===== config.mk =====
export PLATFORM = sky130hd
export DESIGN_NAME = shift_unit_seq
export DESIGN_NICKNAME = d
export VERILOG_FILES = /design/src/rtl/shift_unit_seq.sv
export SDC_FILE = /design/constraint.sdc
export NUM_CORES = 1
export LEC_CHECK = 0
export BUFFER_PORTS_ARGS = -buffer_cell sky130_fd_sc_hd__buf_2
export CAP_MARGIN = 20
export CORE_MARGIN = 2
export CORE_UTILIZATION = 59
export CTS_CLUSTER_DIAMETER = 50
export CTS_CLUSTER_SIZE = 28
export DETAILED_ROUTE_END_ITERATION = 7
export PLACE_DENSITY = 0.79
export SLEW_MARGIN = 5
export SYNTH_ARGS = -nofsm -noshare
export SYNTH_HDL_FRONTEND = slang
export SYNTH_SLANG_ARGS = --single-unit
export TNS_END_PERCENT = 10

===== constraint.sdc =====
create_clock -name clock -period 3.08 [get_ports clock]
set_input_delay 0.616 -clock clock [delete_from_list [all_inputs] [get_ports clock]]
set_output_delay 0.616 -clock clock [all_outputs]
set_load 0.01 [all_outputs]

===== src/rtl/shift_unit_seq.sv =====
`default_nettype none
// ============================================================================
// Module   : shift_unit_seq
// Brief    : Multi-cycle shifter (SLL/SRL/SRA/ROL), one barrel stage per clock,
//            start/ready handshake matching the multdiv unit.
// Revision : 1.0 - initial release
// ============================================================================
module shift_unit_seq #(
    parameter int WIDTH   = 32,
    parameter int SHAMT_W = $clog2(WIDTH)
) (
    input  logic               clock,
    input  logic               reset,
    input  logic               ctrl_shift,
    input  logic [1:0]         ctrl_shiftOp,
    input  logic [WIDTH-1:0]   data_operandA,
    input  logic [SHAMT_W-1:0] ctrl_shiftamt,
    output logic [WIDTH-1:0]   data_result,
    output logic               data_resultRDY,
    output logic               busy
);

    localparam logic [0:0] c_IDLE  = 1'b0;
    localparam logic [0:0] c_SHIFT = 1'b1;

    localparam logic [1:0] c_OP_SLL = 2'b00;
    localparam logic [1:0] c_OP_SRL = 2'b01;
    localparam logic [1:0] c_OP_SRA = 2'b10;

    localparam logic [SHAMT_W-1:0] c_LAST_K = SHAMT_W'(SHAMT_W - 1);

    logic [0:0]         r_state;
    logic [WIDTH-1:0]   r_work;
    logic [SHAMT_W-1:0] r_amt;
    logic [1:0]         r_op;
    logic [SHAMT_W-1:0] r_k;
    logic [WIDTH-1:0]   r_result;
    logic               r_rdy;

    logic [WIDTH-1:0]   w_stage [SHAMT_W];
    logic [WIDTH-1:0]   w_next;

    // Fixed-distance candidates for every stage; only the one for r_k is used.
    generate
        for (genvar g = 0; g < SHAMT_W; g++) begin : g_stage
            localparam int c_DIST = 2 ** g;
            assign w_stage[g] =
                (r_op == c_OP_SLL) ? {r_work[WIDTH-1-c_DIST:0], {c_DIST{1'b0}}} :
                (r_op == c_OP_SRL) ? {{c_DIST{1'b0}}, r_work[WIDTH-1:c_DIST]} :
                (r_op == c_OP_SRA) ? {{c_DIST{r_work[WIDTH-1]}}, r_work[WIDTH-1:c_DIST]} :
                                     {r_work[WIDTH-1-c_DIST:0], r_work[WIDTH-1:WIDTH-c_DIST]};
        end
    endgenerate

    always_comb begin
        w_next = r_work;
        for (int i = 0; i < SHAMT_W; i++) begin
            if ((r_k == SHAMT_W'(i)) && r_amt[i]) begin
                w_next = w_stage[i];
            end
        end
    end

    always_ff @(posedge clock or posedge reset) begin
        if (reset) begin
            r_state  <= c_IDLE;
            r_work   <= '0;
            r_amt    <= '0;
            r_op     <= '0;
            r_k      <= '0;
            r_result <= '0;
            r_rdy    <= 1'b0;
        end else begin
            r_rdy <= 1'b0;
            case (r_state)
                c_IDLE: begin
                    if (ctrl_shift) begin
                        r_work  <= data_operandA;
                        r_amt   <= ctrl_shiftamt;
                        r_op    <= ctrl_shiftOp;
                        r_k     <= '0;
                        r_state <= c_SHIFT;
                    end
                end
                default: begin
                    r_work <= w_next;
                    r_k    <= r_k + SHAMT_W'(1);
                    // Every stage runs even when its amount bit is zero, so latency is fixed.
                    if (r_k == c_LAST_K) begin
                        r_result <= w_next;
                        r_rdy    <= 1'b1;
                        r_k      <= '0;
                        r_state  <= c_IDLE;
                    end
                end
            endcase
        end
    end

    assign data_result    = r_result;
    assign data_resultRDY = r_rdy;
    assign busy           = (r_state == c_SHIFT);

endmodule
`default_nettype wire

==> flow_summary.yaml, run 1 <==
finish:
  layout-drive-gt1-share_pct: 17.4
  fin_cells: 962
  seqCellArea_um2: 1950
  diodes: 0
  multi_input_area_um2: 3790
  fin_nets: 867
  area_growth_pct: 11.2
  n_fill_cell: 897
  fin_area_um2: 6790
drt:
  drt_iter0_markers: 955
  vias: 7011
  post_drt_wl_per_cell_um: 25.0
  vias_per_cell: 7.29
  drtAntennaViolNets: 0
  drt_pass1_iterations: 8
  drc: 10
  wl_mm: 24.0
synthesis:
  synth_area_leaders: "dfrtp_1 32%, mux2i_1 8.7%, a21oi_1 8.3%, nand2_1 7.6%, nand3_1 3.9%"
  ys_seq_area_share_pct: 32.0
  netlist_instances: 789
  synth.avg_cell_area_um2: 7.74
  yosys.area_share.adder_pct: 0.820
  synth_compound_area_share_pct: 30.1
  synth_top_family_by_area: "compound AO/OA/AOI/OAI gates"
  synth_seq_cells: 78
  synth-edff-count: 0
  synth.top_cell.area_share_pct: 32.0
  synth_area_um2: 6100
  synth_xor_area_share_pct: 0.287
  synth_fp_nets: 835
  synth_area_leader_cell: "dfrtp_1"
  yosys.area_share.simple_pct: 19.6
  synth_cell_type_count: 53
  yosysWarnings: 0
  ys_async_sr_fraction_pct: 100
  synth_ff_type: "dfrtp_1"
  synth.mux.area_fraction_pct: 10.9
placed_design:
  place.gp.congestion: 1.02
  placed_area_um2: 6570
  dp_hpwl_mm: 16.7
  io_buffers: 75
  place_inst: 946
floorplan:
  die_h_um: 106
  core_um2: 10200
  dieArea_um2: 11200
  die_w_um: 106
  ios: 76
  initial_core_util_pct: 59.9
  rows: 37
global_routing:
  grt_util_met1_pct: 57.2
  use_met3_pct: 14.3
  track_usage_pct: 44.0
  antenna_found_initial: 0
  grt_pass1_vias: 6666
  use_met2_pct: 65.1
  grt_pass1_wl_mm: 37.8
  grt_max_degree: 44
  top_usage_layer: "met2"
  gr-total-overflow: 0
clock_network:
  clk_path_buf_depth: 2
  post-cts-setup-buffers: 0
  cts.sink_count: 78
  clkLatencyLatePin_ns: 0.39
  ctsHoldBuffers: 0
  post_cts_resized: 0
  cts_buffers: 9
  cts_max_level: 3
  cts_tree: "built"
  root_buffer: "clkbuf_8"
  clkSlewWorstSetupHoldPaths_ns: 0.08
job:
  maxCapViolations: 0
setup_path:
  end_kind: "register"
  critical_path.startpoint_type: "register"
  crit_chain: "xnor2_2 -> buf_4 -> nand2_1 -> a311oi_1 -> nor3_1 -> o221ai_1"
  worstReg2RegStart: "r_op[0]$_DFFE_PP0P_"
  crit_fanout: 23
  r2r_setup_slack_ns: 0.40
  cpMaxStageDelayCell: "dfrtp_1"
  worstPathRequired_ns: 3.38
  crit_type: "register to register"
  rr_worst_depth: 6
  r2r_end: "r_work[7]$_DFFE_PP0P_"
  cp_slowest_stage_delay_ns: 0.58
  arrival_ns: 2.98
sta:
  fin_crit_sh_pct: 87.1
  fin_hold_ws_ns: 0.324
  rsz0062_at_grt: "no"
  slew_viol_final: 0
  clock_skew_ns: 0.00765
  fin_tns_setup_ns: 0
  fmax_ghz: 0.373
  timing.final.crit_period_ns: 2.68
  tightest_slew_ns: 0.745
  finalSetupViolations: 0
  hold_violations: 0
  slew_headroom_pct: 50.3
pwr:
  p_comb_share_pct: 63.4
  powerDensity_nw_per_um2: 1380
  power_switching_mw: 5.25
  max-vdd-ir-drop_v: 0.000756
  p_leak_nw: 2.83
  p_seq_share_pct: 27.2
  sw_frac_of_total_pct: 56.2
  internal_power_mw: 4.10
  clkPwrFrac_pct: 9.4
worst_hold_path:
  hold_class: "input pin to async pin"
outcome:
  violations: "DRC"
  status: "complete, but fails checks"
routing by layer:
metal  routed length, um  vias to the layer above
met4                1480                        0
li1                    -                     3034
met2               10400                      580
met5                   0                        -
met3                3220                      139
met1                8950                     3258
how the worst max path moves through the flow:
stage | start | to | slack (ns) | cells after the start
after floorplan | reset | busy$_DFF_PP0_ | 0.47 | 1
after global placement | r_op[0]$_DFFE_PP0P_ | data_result[7]$_DFFE_PP0P_ | 0.53 | 6
after detailed placement | r_op[0]$_DFFE_PP0P_ | data_result[7]$_DFFE_PP0P_ | 0.54 | 6
after CTS | r_op[0]$_DFFE_PP0P_ | data_result[7]$_DFFE_PP0P_ | 0.52 | 6
after global routing | r_op[0]$_DFFE_PP0P_ | data_result[7]$_DFFE_PP0P_ | 0.30 | 6
final | r_op[0]$_DFFE_PP0P_ | r_work[7]$_DFFE_PP0P_ | 0.40 | 6
layout make-up:
class                      instances  area share (%)
clock inverter                     4            1.03
sequential                        78            28.8
timing repair buffer             106            9.33
inverter                           7           0.405
tap                              136            2.51
clock buffer                      12            2.14
multi-input combinational        619            55.8
synthesized netlist by cell type (9+ instances only):
cell type	n
buf_2	19
o21ai_0	39
mux2_2	12
a211oi_1	15
o221ai_1	12
a31oi_1	26
nand3_1	48
dfrtp_1	78
o21ai_1	9
nor3_1	20
nor2_1	27
clkbuf_1	55
a21oi_1	101
nand4_1	17
a311oi_1	27
nand2_1	124
o211ai_1	21
a22oi_1	11
mux2i_1	53
cells by family (layout without fill, tap and decap cells):
| kind of cell | Yosys count | after routing |
|---|---|---|
| buffers and inverters | 92 | 129 |
| adder cells (fa/ha/maj) | 4 | 4 |
| AND/OR/NAND/NOR | 260 | 260 |
| multiplexers | 65 | 65 |
| flip-flops | 78 | 78 |
| XOR/XNOR | 2 | 2 |
| AO/OA/AOI/OAI | 288 | 288 |
layout by cell type, fill, tap and decap left out, drive strengths merged, types with 4 or more instances in the layout:
cell type and n:
a21oi 101, inv 5, nor3 21, nand4 17
o31ai 6, nand3 48, mux2 12, dfrtp 78
a31oi 26, clkbuf 12, buf 106, a211oi 15
o21ai 48, a22oi 11, nor2b 6, o211ai 22
o221ai 12, mux2i 53, clkinv 4, nor2 28
o41ai 5, ha 4, nand2 124, a311oi 27
o2bb2ai 4
flip-flops by register name, summed over array words and instances (netlist names):
register,count
busy,1
data_resultRDY,1
data_result,32
r_op,2
r_k,5
r_amt,5
r_work,32
critical path, delay by kind of cell, from the launching register on:
kind	cells	cell delay, ns
buf+inv	1	0.38
simple gates	2	0.43
flops	1	0.58
compound gates	2	0.67
xor+xnor	1	0.53
power by group through the flow:
stage          combinational [mW]  sequential (mW)  clock [mW]
3_3_place_gp                 5.62             2.47           0
4_1_cts                      5.74             2.47       0.884
6_report                     5.93             2.55       0.874
5_1_grt                      6.41             2.57       0.918
2_1_floorplan                4.22             2.00           0
3_5_place_dp                 5.72             2.49           0
through the flow:
step / power (mW) / setup slack (ns) / utilization (%)
6_report: 9.35 / 0.398 / 66.7
4_1_cts: 9.09 / 0.519 / 66.7
3_5_place_dp: 8.20 / 0.538 / 64.5
5_1_grt: 9.89 / 0.296 / 66.7
2_1_floorplan: 6.21 / 0.469 / -
3_3_place_gp: 8.08 / 0.532 / 64.5
Power figures use the tool's default switching activity.
==> run 2, diff against run 1 <==
PLACE_DENSITY = 0.77   (was 0.79)
SKIP_CTS_REPAIR_TIMING = 1   (was default)
==> run 2 against run 1 <==
  * The flow now finishes without violations
  * Combinational power rose by 2%
  * Sequential share of layout area about the same
  * Worst setup slack improved by 0.00096 ns
  * Clock power up 5.8%
  * Global-route usage shrank 0.15 points
  * Sequential cell count unchanged
  * Register-to-register slack about the same
  * Clock-buffer cell count grew 1
  * Highest routed layer unchanged
==> flow_summary.yaml, run 2 (synthesis results as in run 1) <==
sta:
  slew_viol_final: 0
  tightest_slew_ns: 0.869
  clock_skew_ns: 0.00662
  rsz0062_at_grt: "no"
  timing.final.crit_period_ns: 2.68
  slew_headroom_pct: 42.0
  fmax_ghz: 0.373
  hold_violations: 0
  fin_crit_sh_pct: 87.1
  finalSetupViolations: 0
  fin_tns_setup_ns: 0
setup_path:
  end_kind: "register"
  worstPathRequired_ns: 3.34
  rr_worst_depth: 8
  arrival_ns: 2.94
  crit_fanout: 13
  critical_path.startpoint_type: "register"
  worstReg2RegStart: "r_k[1]$_DFFE_PP0P_"
  startpoint: "r_k[1]$_DFFE_PP0P_"
  crit_type: "register to register"
outcome:
  status: "finished clean"
pwr:
  powerDensity_nw_per_um2: 1390
  p_leak_nw: 2.84
  max-vdd-ir-drop_v: 0.000765
floorplan:
  rows: 37
  initial_core_util_pct: 59.9
  core_um2: 10200
  dieArea_um2: 11200
  die_w_um: 106
  ios: 76
  die_h_um: 106
drt:
  drc: 0
  wl_mm: 24.1
  post_drt_wl_per_cell_um: 25.1
  vias_per_cell: 7.39
  drtAntennaViolNets: 0
  vias: 7104
  drt_pass1_iterations: 7
  drt_iter0_markers: 992
worst_hold_path:
  hold_class: "input pin to async pin"
clock_network:
  clk_path_buf_depth: 2
  cts_buffers: 9
  clkLatencyLatePin_ns: 0.38
  cts_tree: "built"
  cts_max_level: 3
  cts.sink_count: 78
  root_buffer: "clkbuf_8"
  clkSlewWorstSetupHoldPaths_ns: 0.08
global_routing:
  antenna_found_initial: 1
  grt_pass1_wl_mm: 37.7
  track_usage_pct: 43.8
  gr-total-overflow: 0
  grt_pass1_vias: 6677
  grt_max_degree: 62
placed_design:
  dp_hpwl_mm: 16.4
  placed_area_um2: 6570
  place.gp.congestion: 1.01
  io_buffers: 75
finish:
  fin_nets: 866
  final_cell_mix: "124 x nand2_1, 101 x a21oi_1, 77 x dfrtp_1, 75 x buf_2, 53 x mux2i_1"
  final_common_cell: "nand2_1"
  area_growth_pct: 11.4
  diodes: 0
  fin_area_um2: 6800
  layout-drive-gt1-share_pct: 17.5
job:
  maxCapViolations: 0
==> run 2: cell types whose count changed in the layout (fill, tap and decap cells not counted), sizes merged <==
cell and delta:
buf -1, clkbuf +1, clkinv -1
==> run 2: final cells by class <==
| cell class | instances | area, um2 |
|---|---|---|
| inverter | 7 | 27.5 |
| clock inverter | 3 | 65.1 |
| multi-input combinational | 619 | 3790 |
| tap | 136 | 170 |
| timing repair buffer | 105 | 626 |
| sequential | 78 | 1950 |
| fill | 908 | 3380 |
| clock buffer | 13 | 169 |
==> run 2: final timing paths <==
kind	to	slack (ns)
hold / removal	r_k[2]$_DFFE_PP0P_	0.33
setup reg to reg	r_work[16]$_DFFE_PP0P_	0.40
hold reg to reg	data_result[28]$_DFFE_PP0P_	0.49
min in group clock	r_amt[3]$_DFFE_PP0P_	0.44
max in group asynchronous	data_result[20]$_DFFE_PP0P_	2.09
setup / recovery	r_work[16]$_DFFE_PP0P_	0.40
==> run 2: routing by layer <==
metal  vias up  wire (um)  global-route usage, %
li1       3032          -                      -
met4         0       1460                   24.4
met1      3309       9190                   58.7
met2       629      10400                   64.9
met5         -          0                      0
met3       134       3080                   10.6
==> run 2: metrics by stage <==
stage | instances | setup WS, ns | utilization [%] | hold WS [ns] | power [mW]
3_5_place_dp | 945 | 0.539 | 64.5 | 0.470 | 8.22
3_3_place_gp | 945 | 0.649 | 64.5 | 0.459 | 8.07
4_1_cts | 961 | 0.526 | 66.8 | 0.339 | 9.17
2_1_floorplan | 789 | 0.469 | - | 0.495 | 6.21
6_report | 961 | 0.399 | 66.8 | 0.326 | 9.48
5_1_grt | 961 | 0.220 | 66.8 | 0.379 | 9.94
==> run 2: worst max-delay path, cell delays in order, from the launching register on <==
cell	delay [ns]
dfrtp_1	0.42
inv_1	0.13
ha_1	0.22
nor4b_4	0.22
and2_1	0.58
buf_4	0.33
a311oi_1	0.11
o31ai_1	0.40
a21oi_1	0.14
==> run 2: power by group <==
group          total (mW)  switching [mW]  internal [mW]
Clock               0.925           0.403          0.522
Sequential           2.48           0.924           1.56
Combinational        6.07            3.98           2.09
==> run 3, diff against run 2 <==
PLACE_DENSITY = 0.82   (was 0.77)
==> run 3 against run 2 <==
  * Worst setup slack worse by 0.16 ns
  * Combinational power decreased by 2%
  * First-iteration DRC count increased by 5.7%
  * Sequential share of layout area up 0.35 points
  * Sequential power rose by 3%
  * Cell count shrank 0.31%
  * Via count decreased by 2.1%
  * Clock-buffer cell count up 1
  * Global-route usage down 0.73 points
  * Non-clock buffer count down 2
  * Wire length decreased by 1.5%
  * Critical path type unchanged
  * Critical endpoint is now r_work[13]$_DFFE_PP0P_
  * Largest cell class unchanged
==> flow_summary.yaml, run 3 (synthesis results as in run 1) <==
global_routing:
  gr-total-overflow: 0
  track_usage_pct: 43.1
  antenna_found_initial: 0
  grt_pass1_vias: 6541
  grt_pass1_wl_mm: 37.2
  grt_max_degree: 65
setup_path:
  crit_type: "register to register"
  worstPathRequired_ns: 3.36
  end_kind: "register"
  crit_fanout: 13
  arrival_ns: 3.13
  rr_worst_depth: 6
  critical_path.startpoint_type: "register"
finish:
  postLayoutCoreUtil_pct: 66.0
  diodes: 0
  area_growth_pct: 10.1
  n_fill_cell: 919
  final_common_cell: "nand2_1"
  final_cell_mix: "124 x nand2_1, 101 x a21oi_1, 77 x dfrtp_1, 75 x buf_2, 53 x mux2i_1"
  fin_nets: 864
  fin_cells: 958
  layout-drive-gt1-share_pct: 16.9
drt:
  drc: 0
  drt_pass1_iterations: 6
  drtAntennaViolNets: 0
  vias: 6953
  wl_mm: 23.8
  drt_iter0_markers: 1049
  post_drt_wl_per_cell_um: 24.8
  vias_per_cell: 7.26
sta:
  hold_violations: 0
  fin_hold_ws_ns: 0.241
  slew_viol_final: 0
  fin_ws_ns: 0.238
  rsz0062_at_grt: "no"
  timing.final.crit_period_ns: 2.84
  finalSetupViolations: 0
  fmax_ghz: 0.352
  fin_tns_setup_ns: 0
  tightest_slew_ns: 0.867
  slew_headroom_pct: 41.9
  clock_skew_ns: 0.0102
  fin_crit_sh_pct: 92.3
clock_network:
  root_buffer: "clkbuf_8"
  clkSlewWorstSetupHoldPaths_ns: 0.08
  cts_tree: "built"
  cts.sink_count: 78
  clkLatencyLatePin_ns: 0.37
  clk_path_buf_depth: 2
  cts_max_level: 3
  cts_buffers: 9
floorplan:
  rows: 37
  die_h_um: 106
  die_w_um: 106
  ios: 76
  dieArea_um2: 11200
  core_um2: 10200
  initial_core_util_pct: 59.9
worst_hold_path:
  hold_class: "input pin to async pin"
pwr:
  p_leak_nw: 2.79
  max-vdd-ir-drop_v: 0.000956
  powerDensity_nw_per_um2: 1370
outcome:
  status: "finished clean"
placed_design:
  io_buffers: 75
  place_ws_ns: 0.322
  dp_hpwl_mm: 16.3
  place.gp.congestion: 1.01
  place_inst: 942
job:
  maxCapViolations: 0
==> run 3: final cells by class <==
cell class              count  area (um2)  area share [%]
multi-input cells         619        3790            56.4
clock inverters             1        5.00          0.0745
flip-flops and latches     78        1950            29.1
well taps                 136         170            2.53
inverters                   7        27.5           0.410
repair buffers            103         611            9.09
clock buffers              14         163            2.42
==> run 3: through the flow <==
step	total power, mW	instance area, um2
3_3_place_gp	7.99	6530
4_1_cts	8.91	6700
3_5_place_dp	8.18	6530
5_1_grt	9.68	6720
6_report	9.19	6720
2_1_floorplan	6.21	6100
==> run 3: power by group <==
group          switching (mW)  leakage (nW)  internal [mW]
clock                   0.386        0.0865          0.333
combinational            3.86          1.77           2.06
sequential              0.993         0.940           1.56
==> run 3: layer usage <==
| layer | track usage, % | vias up | wire, um |
|---|---|---|---|
| met3 | 8.72 | 95 | 3180 |
| met2 | 64.0 | 593 | 10400 |
| met4 | 19.4 | 0 | 1020 |
| met1 | 60.6 | 3234 | 9170 |
| met5 | 0 | - | 0 |
| li1 | - | 3031 | - |
==> run 3: final timing paths <==
| path | start | to | slack (ns) |
|---|---|---|---|
| worst min register to register | data_result[30]$_DFFE_PP0P_ | data_result[30]$_DFFE_PP0P_ | 0.48 |
| min in group clock | ctrl_shiftamt[4] | r_amt[4]$_DFFE_PP0P_ | 0.48 |
| worst max-delay path | r_k[0]$_DFFE_PP0P_ | r_work[13]$_DFFE_PP0P_ | 0.24 |
| worst max register to register | r_k[0]$_DFFE_PP0P_ | r_work[13]$_DFFE_PP0P_ | 0.24 |
| worst min-delay path | reset | data_result[25]$_DFFE_PP0P_ | 0.24 |
| max in group asynchronous | reset | r_amt[3]$_DFFE_PP0P_ | 2.03 |
==> run 3: critical path, stage by stage (launching register included) <==
cell     delay, ns
dfrtp_1       0.44
ha_1          0.27
or4b_1        0.62
or2_1         0.49
nand2_1       0.53
nor3_1        0.16
o21ai_0       0.23
